## src/rtl/bcd_uart_pkg.sv

```systemverilog
// Shared types and constants for the BCD-to-ASCII UART line transmitter.
// Also holds the digit/character mapping helpers used by the sequencer.
package bcd_uart_pkg;

  typedef enum logic [1:0] {
    IDLE  = 2'd0,
    START = 2'd1,
    DATA  = 2'd2,
    STOP  = 2'd3
  } state_t;

  localparam logic [7:0] ASCII_ZERO = 8'h30;
  localparam logic [7:0] ASCII_ERR  = 8'h3F;
  localparam logic [7:0] ASCII_CR   = 8'h0D;
  localparam logic [7:0] ASCII_LF   = 8'h0A;
  localparam int         FRAME_BITS = 10;
  localparam int         LINE_CHARS = 4;

  // Non-BCD codes (10..15) print as '?' so a converter fault is visible on the terminal.
  function automatic logic [7:0] digit_ascii(input logic [3:0] d);
    return (d <= 4'd9) ? (ASCII_ZERO + {4'h0, d}) : ASCII_ERR;
  endfunction

  function automatic logic [7:0] line_char(input logic [1:0] idx,
                                           input logic [3:0] t,
                                           input logic [3:0] o);
    logic [7:0] c;
    case (idx)
      2'd0:    c = digit_ascii(t);
      2'd1:    c = digit_ascii(o);
      2'd2:    c = ASCII_CR;
      default: c = ASCII_LF;
    endcase
    return c;
  endfunction

endpackage

```

## src/rtl/uart_tx_byte.sv

```systemverilog
// 8N1 serializer: tx goes low on the accept edge; 10*CLKS_PER_BIT cycles per frame.
// ready is high in IDLE and on the last stop-bit cycle, so frames chain with no gap.
module uart_tx_byte
  import bcd_uart_pkg::*;
#(
  parameter int CLKS_PER_BIT = 104
) (
  input  logic       clk,
  input  logic       rst_n,
  input  logic       valid,
  input  logic [7:0] data,
  output logic       ready,
  output logic       tx
);

  localparam int               CW      = $clog2(CLKS_PER_BIT + 1);
  localparam logic [CW-1:0]    BAUD_TC = CW'(CLKS_PER_BIT - 1);

  state_t        state;
  logic [CW-1:0] baud_cnt;
  logic [2:0]    bit_idx;
  logic [7:0]    shift;
  logic          baud_tc;

  assign baud_tc = (baud_cnt == BAUD_TC);
  assign ready   = (state == IDLE) || ((state == STOP) && baud_tc);

  always_ff @(posedge clk or negedge rst_n) begin
    if (!rst_n) begin
      state    <= IDLE;
      baud_cnt <= '0;
      bit_idx  <= 3'd0;
      shift    <= 8'h00;
      tx       <= 1'b1;
    end else begin
      case (state)
        IDLE: begin
          tx       <= 1'b1;
          baud_cnt <= '0;
          if (valid) begin
            shift <= data;
            tx    <= 1'b0;
            state <= START;
          end
        end
        START: begin
          if (baud_tc) begin
            baud_cnt <= '0;
            bit_idx  <= 3'd0;
            tx       <= shift[0];
            state    <= DATA;
          end else begin
            baud_cnt <= baud_cnt + CW'(1);
          end
        end
        DATA: begin
          if (baud_tc) begin
            baud_cnt <= '0;
            if (bit_idx == 3'd7) begin
              tx    <= 1'b1;
              state <= STOP;
            end else begin
              bit_idx <= bit_idx + 3'd1;
              shift   <= {1'b0, shift[7:1]};
              tx      <= shift[1];
            end
          end else begin
            baud_cnt <= baud_cnt + CW'(1);
          end
        end
        default: begin
          if (baud_tc) begin
            baud_cnt <= '0;
            // Chain straight into the next start bit when the sequencer has another byte.
            if (valid) begin
              shift <= data;
              tx    <= 1'b0;
              state <= START;
            end else begin
              tx    <= 1'b1;
              state <= IDLE;
            end
          end else begin
            baud_cnt <= baud_cnt + CW'(1);
          end
        end
      endcase
    end
  end

endmodule

```

## src/rtl/bcd_uart_tx.sv

```systemverilog
// Sends "<tens><ones>\r\n" as 8N1; tx low on the accept edge, done 40 bit-times later.
// start while busy is dropped; BCD_UART_TX_BLANK_ZERO_EN skips a zero tens character.
module bcd_uart_tx
  import bcd_uart_pkg::*;
#(
  parameter int CLKS_PER_BIT = 104
) (
  input  logic       clk,
  input  logic       rst_n,
  input  logic       start,
  input  logic [3:0] tens,
  input  logic [3:0] ones,
  output logic       tx,
  output logic       busy,
  output logic       done
);

  localparam logic [1:0] LAST_CHAR = 2'(LINE_CHARS - 1);

  logic [3:0] tens_q, ones_q;
  logic [1:0] char_idx;
  logic       accept, skip_tens;
  logic       byte_vld, byte_rdy;
  logic [7:0] byte_dat, first_dat;

  assign accept = start && !busy;

`ifdef BCD_UART_TX_BLANK_ZERO_EN
  assign skip_tens = (tens == 4'd0);
`else
  assign skip_tens = 1'b0;
`endif

  assign first_dat = skip_tens ? digit_ascii(ones) : digit_ascii(tens);

  // The first byte comes straight from the inputs so the start bit begins on the accept edge.
  always_comb begin
    byte_vld = 1'b0;
    byte_dat = first_dat;
    if (busy) begin
      byte_vld = (char_idx != LAST_CHAR);
      byte_dat = line_char(char_idx + 2'd1, tens_q, ones_q);
    end else begin
      byte_vld = start;
    end
  end

  always_ff @(posedge clk or negedge rst_n) begin
    if (!rst_n) begin
      busy     <= 1'b0;
      done     <= 1'b0;
      tens_q   <= 4'd0;
      ones_q   <= 4'd0;
      char_idx <= 2'd0;
    end else begin
      done <= 1'b0;
      if (accept) begin
        busy     <= 1'b1;
        tens_q   <= tens;
        ones_q   <= ones;
        char_idx <= skip_tens ? 2'd1 : 2'd0;
      end else if (busy && byte_rdy) begin
        if (char_idx == LAST_CHAR) begin
          busy     <= 1'b0;
          done     <= 1'b1;
          char_idx <= 2'd0;
        end else begin
          char_idx <= char_idx + 2'd1;
        end
      end
    end
  end

  uart_tx_byte #(
    .CLKS_PER_BIT(CLKS_PER_BIT)
  ) u_byte (
    .clk  (clk),
    .rst_n(rst_n),
    .valid(byte_vld),
    .data (byte_dat),
    .ready(byte_rdy),
    .tx   (tx)
  );

endmodule

```

## config.mk

```make
export PLATFORM = sky130hd
export DESIGN_NAME = bcd_uart_tx
export DESIGN_NICKNAME = d
export VERILOG_FILES = /design/src/rtl/bcd_uart_pkg.sv /design/src/rtl/uart_tx_byte.sv /design/src/rtl/bcd_uart_tx.sv
export SDC_FILE = /design/constraint.sdc
export NUM_CORES = 1
export LEC_CHECK = 0
export BUFFER_PORTS_ARGS = -buffer_cell sky130_fd_sc_hd__buf_2
export CAP_MARGIN = 20
export CORE_AREA = 2 2 70 72
export DETAILED_ROUTE_END_ITERATION = 7
export DIE_AREA = 0 0 72 74
export GPL_ROUTABILITY_DRIVEN = 0
export SLEW_MARGIN = 20
export SYNTH_ARGS = -nofsm -noshare
export SYNTH_HDL_FRONTEND = slang
export SYNTH_SLANG_ARGS = --single-unit
```

## constraint.sdc

```tcl
create_clock -name clk -period 2.6 [get_ports clk]
set_clock_uncertainty 0.2 [all_clocks]
set_input_delay 0.26 -clock clk [delete_from_list [all_inputs] [get_ports clk]]
set_output_delay 0.26 -clock clk [all_outputs]
set_load 0.05 [all_outputs]
```

**Word-level counts from Yosys, hierarchy flattened**

Index checks and enable logic that the tools add are counted.

- Flip-flop bits (word level): 33
- Input port bits: 11
- Output and inout bits: 3
- Word-level logic and storage cells: 89

- Add/subtract/negate cells: 6
- Magnitude comparators: 3
- Equal/unequal tests: 14
- Mux-type cells: 39
- Bitwise logic cells: 1
- Reductions and logical operators: 16

Operators with widths:

| kind | count |
|---|---|
| $mux 8 | 5 |
| $mux 7 | 5 |
| $pmux 8 s3 | 1 |
| $add 6x4->7 const A | 3 |
| $pmux 7 s3 | 1 |
| $mux 2 | 8 |
| $mux 1 | 13 |
| $le 4x4->1 const B | 3 |
| $mux 3 | 3 |
| $eq 2x2->1 const B | 4 |
| $reduce_and 4->1 | 2 |
| $reduce_bool 2->1 | 4 |
| $add 7x1->7 const B | 1 |
| $eq 7x7->1 const B | 1 |
| $ne 2x1->1 const B | 3 |
| $ne 2x2->1 const B | 3 |
| $pmux 2 s3 | 1 |
| $pmux 3 s2 | 1 |
| $reduce_and 5->1 | 1 |
| $eq 2x1->1 const B | 2 |
| $logic_not 2->1 | 2 |
| $add 3x1->3 const B | 1 |
| $eq 3x3->1 const B | 1 |
| $logic_and 1x1->1 | 3 |
| 7 further kinds | 7 |

**Longest topological paths before layout**

- Depth after elaboration: 7
- Depth in mapped cells: 7
- Mapped depth without buffers: 6

**Cells and area by module**

A second synthesis with hierarchy kept.

- Cell total of the unflattened synthesis: 175
- Area total of the unflattened synthesis: 1,868.0 um2

By module, submodules not included:

| module | times used | cells an instance | area an instance (um2) | seq. area each (um2) |
|---|---|---|---|---|
| uart_tx_byte | 1 | 108 | 1,173.6 | 526.8 |
| bcd_uart_tx | 1 | 67 | 694.4 | 300.3 |

**Worst setup path after synthesis**

Ideal clock, no wire load.

- Path type: flip-flop to flip-flop
- From: register busy
- To: register u_byte.shift[2]
- Library setup time: 0.125 ns
- Arrival time: 1.841 ns
- Data required time: 2.275 ns
- Slack: 0.434 ns
- Stages on the path, launching flop included: 6
- Path buffers: 1
- Clock period less this slack: 2.166 ns
- Cells stage by stage: dfrtp_1 -> buf_2 -> inv_1 -> o21ai_0 -> a31o_4 -> mux2_4

- Word-level cells in the longest chain between the ends: 4
- Elaborated cells between the ends (all ways): 5
- Classes of those cells: mux (5)

RTL lines:

| what | RTL line | text |
|---|---|---|
| start: declaration | bcd_uart_tx.sv:14 | `output logic busy,` |
| start signal: assignment | bcd_uart_tx.sv:50 | `busy <= 1'b0;` |
| start signal: assignment | bcd_uart_tx.sv:58 | `busy <= 1'b1;` |
| start signal: assignment | bcd_uart_tx.sv:64 | `busy <= 1'b0;` |
| $mux 8 or $mux 1 (tied branches) | bcd_uart_tx.sv:40 | `if (busy) begin` |
| $mux 8 * | uart_tx_byte.sv:40, uart_tx_byte.sv:75 |  |
| $mux 8 | uart_tx_byte.sv:72 | `if (baud_tc) begin` |
| $pmux 8 s3 * | uart_tx_byte.sv:36 | `case (state)` |
| end signal: assignment | uart_tx_byte.sv:41 | `shift <= data;` |
| end signal: assignment | uart_tx_byte.sv:64 | `shift <= {1'b0, shift[7:1]};` |
| end signal: assignment | uart_tx_byte.sv:76 | `shift <= data;` |
| end: declaration | uart_tx_byte.sv:22 | `logic [7:0] shift;` |

Mark *: on every way between the ends. The rest lies on a longest branch, timed or not. The select of a mux whose other input is x is not followed.
A chain may end at the register's enable or synchronous reset.

**Final worst setup path**

- From: register u_byte.bit_idx[0]
- To: register u_byte.shift[5]

- Word-level cells in the longest chain between the ends: 3

RTL lines:

| what | RTL line | text |
|---|---|---|
| start: declaration | uart_tx_byte.sv:21 | `logic [2:0] bit_idx;` |
| start signal: assignment | uart_tx_byte.sv:63 | `bit_idx <= bit_idx + 3'd1;` |
| $eq 3x3->1 | uart_tx_byte.sv:59 | `if (bit_idx == 3'd7) begin` |
| $ne 2x2->1 (no line) | - |  |
| $reduce_and 4->1 (no line) | - |  |

Every way passes these cells.

==> reports/qor.csv <==
metric,value,unit
Leakage Power,0.905,nW
num ports,14,
Post-Synthesis Cells,173,
Tmin final,2.19,ns
post-route antenna net violation count,0,
vias,1357,
"Max FO, Critical Path",8,
H-tree levels,2,
Layout Utilization,0.436,
Total Neg Setup Slack,0,ns
area grow syn2layout,12.1,%
DIE AREA,5330,um2
setup slack at placement,0.438,ns
FP Rows,25,
Global Route Usage Sum,0.163,
fin. max-slew vios,0,
worst min path class,input pin to flop,
first-pass GRT wire length,6.52,mm
postcts setup bufs,0,
total CTS buffers,5,
worst-margin pin slew,0.707,ns
register area share after synthesis,0.434,
final worst setup slack,0.408,ns
fin crit share,0.843,
Flop pwr share,0.555,
detailed-placement wirelength estimate,2.67,mm
clock tree sinks,31,
Worst EP required,2.57,ns
initial DRC count,67,
number of distinct library cells after synthesis,43,
dpl cell area,1910,um2
final hold violation count,0,
multi-input logic area,951,um2
most frequent cells in the layout,"dfrtp_1, nor2_1, a21oi_1, buf_2, ha_1",
Crit. End Element,flop,
IO buf count,13,
Mapped Area,1790,um2
CP Class,flop to flop,
core area,4600,um2
Reg area,777,um2
number of vias per cell,5.56,
combinational share of power,0.067,
TritonRoute pass-1 iters,4,
outcome,"finished, final reports clean",
ant diodes,0,
TritonCTS clock tree,yes,
Fillers,456,
WL/cell,15.0,um
root buffer cell,clkbuf_8,
Worst setup SP type,flop,
synth warn,0,
Internal,0.000707,W
Rel. slew slack,0.528,
Pwr per Cell Area,459,nW/um2
RSZ-0062 raised after global routing,false,
"Reg clk slew, reported paths",0.06,ns
switching share of power,0.231,
ratio of cells with drive above 1 in the final layout,0.200,
Chip Width,72,um
Routed Wire Length,3.67,mm
"commonest non-fill, non-tap cell in the layout",dfrtp_1,
largest net degree at the start of global routing,32,
fin area,2010,um2
vias in the first global route,1403,
Initial Utilization,0.389,
clk_lat worst skew,0.28,ns
DRC viols,0,
Synth Register Bits,31,
maximum clock rate,456,MHz
final setup vio count,0,
Max VDD drop,0.000201,V
Max Cap Viol,0,
CTS max path bufs,2,
initial antenna violation count,0,
NetSw,0.000212,W
syn_area_per_cell,10.3,um2
global route total overflow,0,
Layout Nets,214,
Die Span Y,74,um
power share of the clock group,0.378,
syn nets,196,
Critical Path AT,2.16,ns
==> cells in the mapped netlist <==
master     count  area, um2
and2b_2        1       8.76
a21oi_1       13       65.1
xor2_1         2       17.5
mux2_4         2       30.0
nor3b_2        1       12.5
mux2_2        10        113
inv_1         10       37.5
a21o_1         4       30.0
a31o_4         1       17.5
nor4_4         1       21.3
nand3_1        5       25.0
nor4_1         1       6.26
a221oi_1       1       8.76
o21ai_0        9       45.0
a22o_1         5       43.8
o311ai_0       1       8.76
ha_1          12        150
a211o_1        1       8.76
o211ai_1       1       7.51
nor3_1         3       15.0
and3_1         2       12.5
xnor2_1        2       17.5
o31ai_1        1       7.51
nor2_1        15       56.3
a21boi_1       1       7.51
dfstp_2        1       26.3
mux2i_1        2       20.0
nand2_1        6       22.5
clkbuf_1       5       18.8
a221o_1        1       10.0
or3_1          1       6.26
or3b_4         1       11.3
a211oi_1       2       15.0
a311oi_1       3       26.3
o2bb2ai_1      1       8.76
buf_2          1       5.00
dfrtp_1       30        751
a31oi_1        4       25.0
nor2b_1        3       18.8
nor3b_1        1       7.51
o21a_1         2       15.0
a311o_1        1       10.0
nand2b_1       3       18.8
==> area by class of cell <==
class,count,share of cell area
clock buffer,6,0.0362
inverter,10,0.0187
multi-input combinational,126,0.474
sequential,31,0.387
tap,54,0.0337
timing repair buffer,17,0.0499
==> layer usage <==
layer	track usage	vias to the layer above	part of all wire	routed length, um
li1	-	661	-	-
met1	0.186	666	0.44	1610
met2	0.282	24	0.51	1860
met3	0.0488	6	0.036	132
met4	0.0755	0	0.017	62
met5	0	-	0	0
==> through the flow <==
step | instances | hold slack [ns] | total power (W)
after detailed placement | 236 | 0.151 | 0.000579
final | 244 | 0.00118 | 0.000920
after floorplan | 173 | -0.236 | 0.000550
after global placement | 236 | 0.144 | 0.000578
after CTS | 244 | 0.000950 | 0.000936
after global routing | 244 | 0.0110 | 0.000970
==> state kept, by name, indices dropped and copies added, names as in the netlist <==
name / flops
u_byte.baud_cnt: 7
u_byte.bit_idx: 3
done: 1
u_byte.tx: 1
u_byte.state: 2
u_byte.shift: 6
busy: 1
tens_q: 4
ones_q: 4
char_idx: 2
==> power groups by stage <==
stage                     logic (W)  clock network, W  registers (W)
after floorplan           0.0000338                 0       0.000516
after detailed placement  0.0000603                 0       0.000519
final                     0.0000618          0.000348       0.000510
after global placement    0.0000590                 0       0.000519
after global routing      0.0000704          0.000387       0.000513
after CTS                 0.0000632          0.000363       0.000510
==> worst paths after layout <==
path | slack, ns | cells after the start | startpoint | endpoint
max | 0.41 | 5 | u_byte.bit_idx[0]$_DFFE_PN0P_ | u_byte.shift[5]$_DFFE_PN0P_
min | 0.001 | 3 | start | busy$_DFFE_PN0P_
max reg2reg | 0.41 | 5 | u_byte.bit_idx[0]$_DFFE_PN0P_ | u_byte.shift[5]$_DFFE_PN0P_
min reg2reg | 0.25 | 1 | u_byte.baud_cnt[0]$_DFF_PN0_ | u_byte.baud_cnt[0]$_DFF_PN0_
max in group asynchronous | 1.39 | 2 | rst_n | ones_q[3]$_DFFE_PN0P_
min in group asynchronous | 0.36 | 2 | rst_n | u_byte.baud_cnt[6]$_DFF_PN0_
==> critical path: stages, from the launching register on <==
cell     delay (ns)
dfrtp_1        0.41
ha_1           0.23
ha_1           0.31
nor4_4         0.42
a31o_4         0.20
mux2_4         0.31
==> cell families after synthesis <==
| kind of cell | count (synthesis) | share of synthesized area |
|---|---|---|
| muxes | 14 | 0.0909 |
| AOI/OAI and AO/OA | 52 | 0.201 |
| adders and majority gates | 12 | 0.0839 |
| and+or+nand+nor | 44 | 0.136 |
| buffers and inverters | 16 | 0.0343 |
| DFF | 31 | 0.434 |
| xor gates and xnor gates | 4 | 0.0196 |
==> timing repair <==
item	in CTS	in global routing
endpoints found under the hold margin	31	0
gates resized for setup	0	0
hold buffers	2	0
No activity file was read; power rests on OpenSTA's default activity.
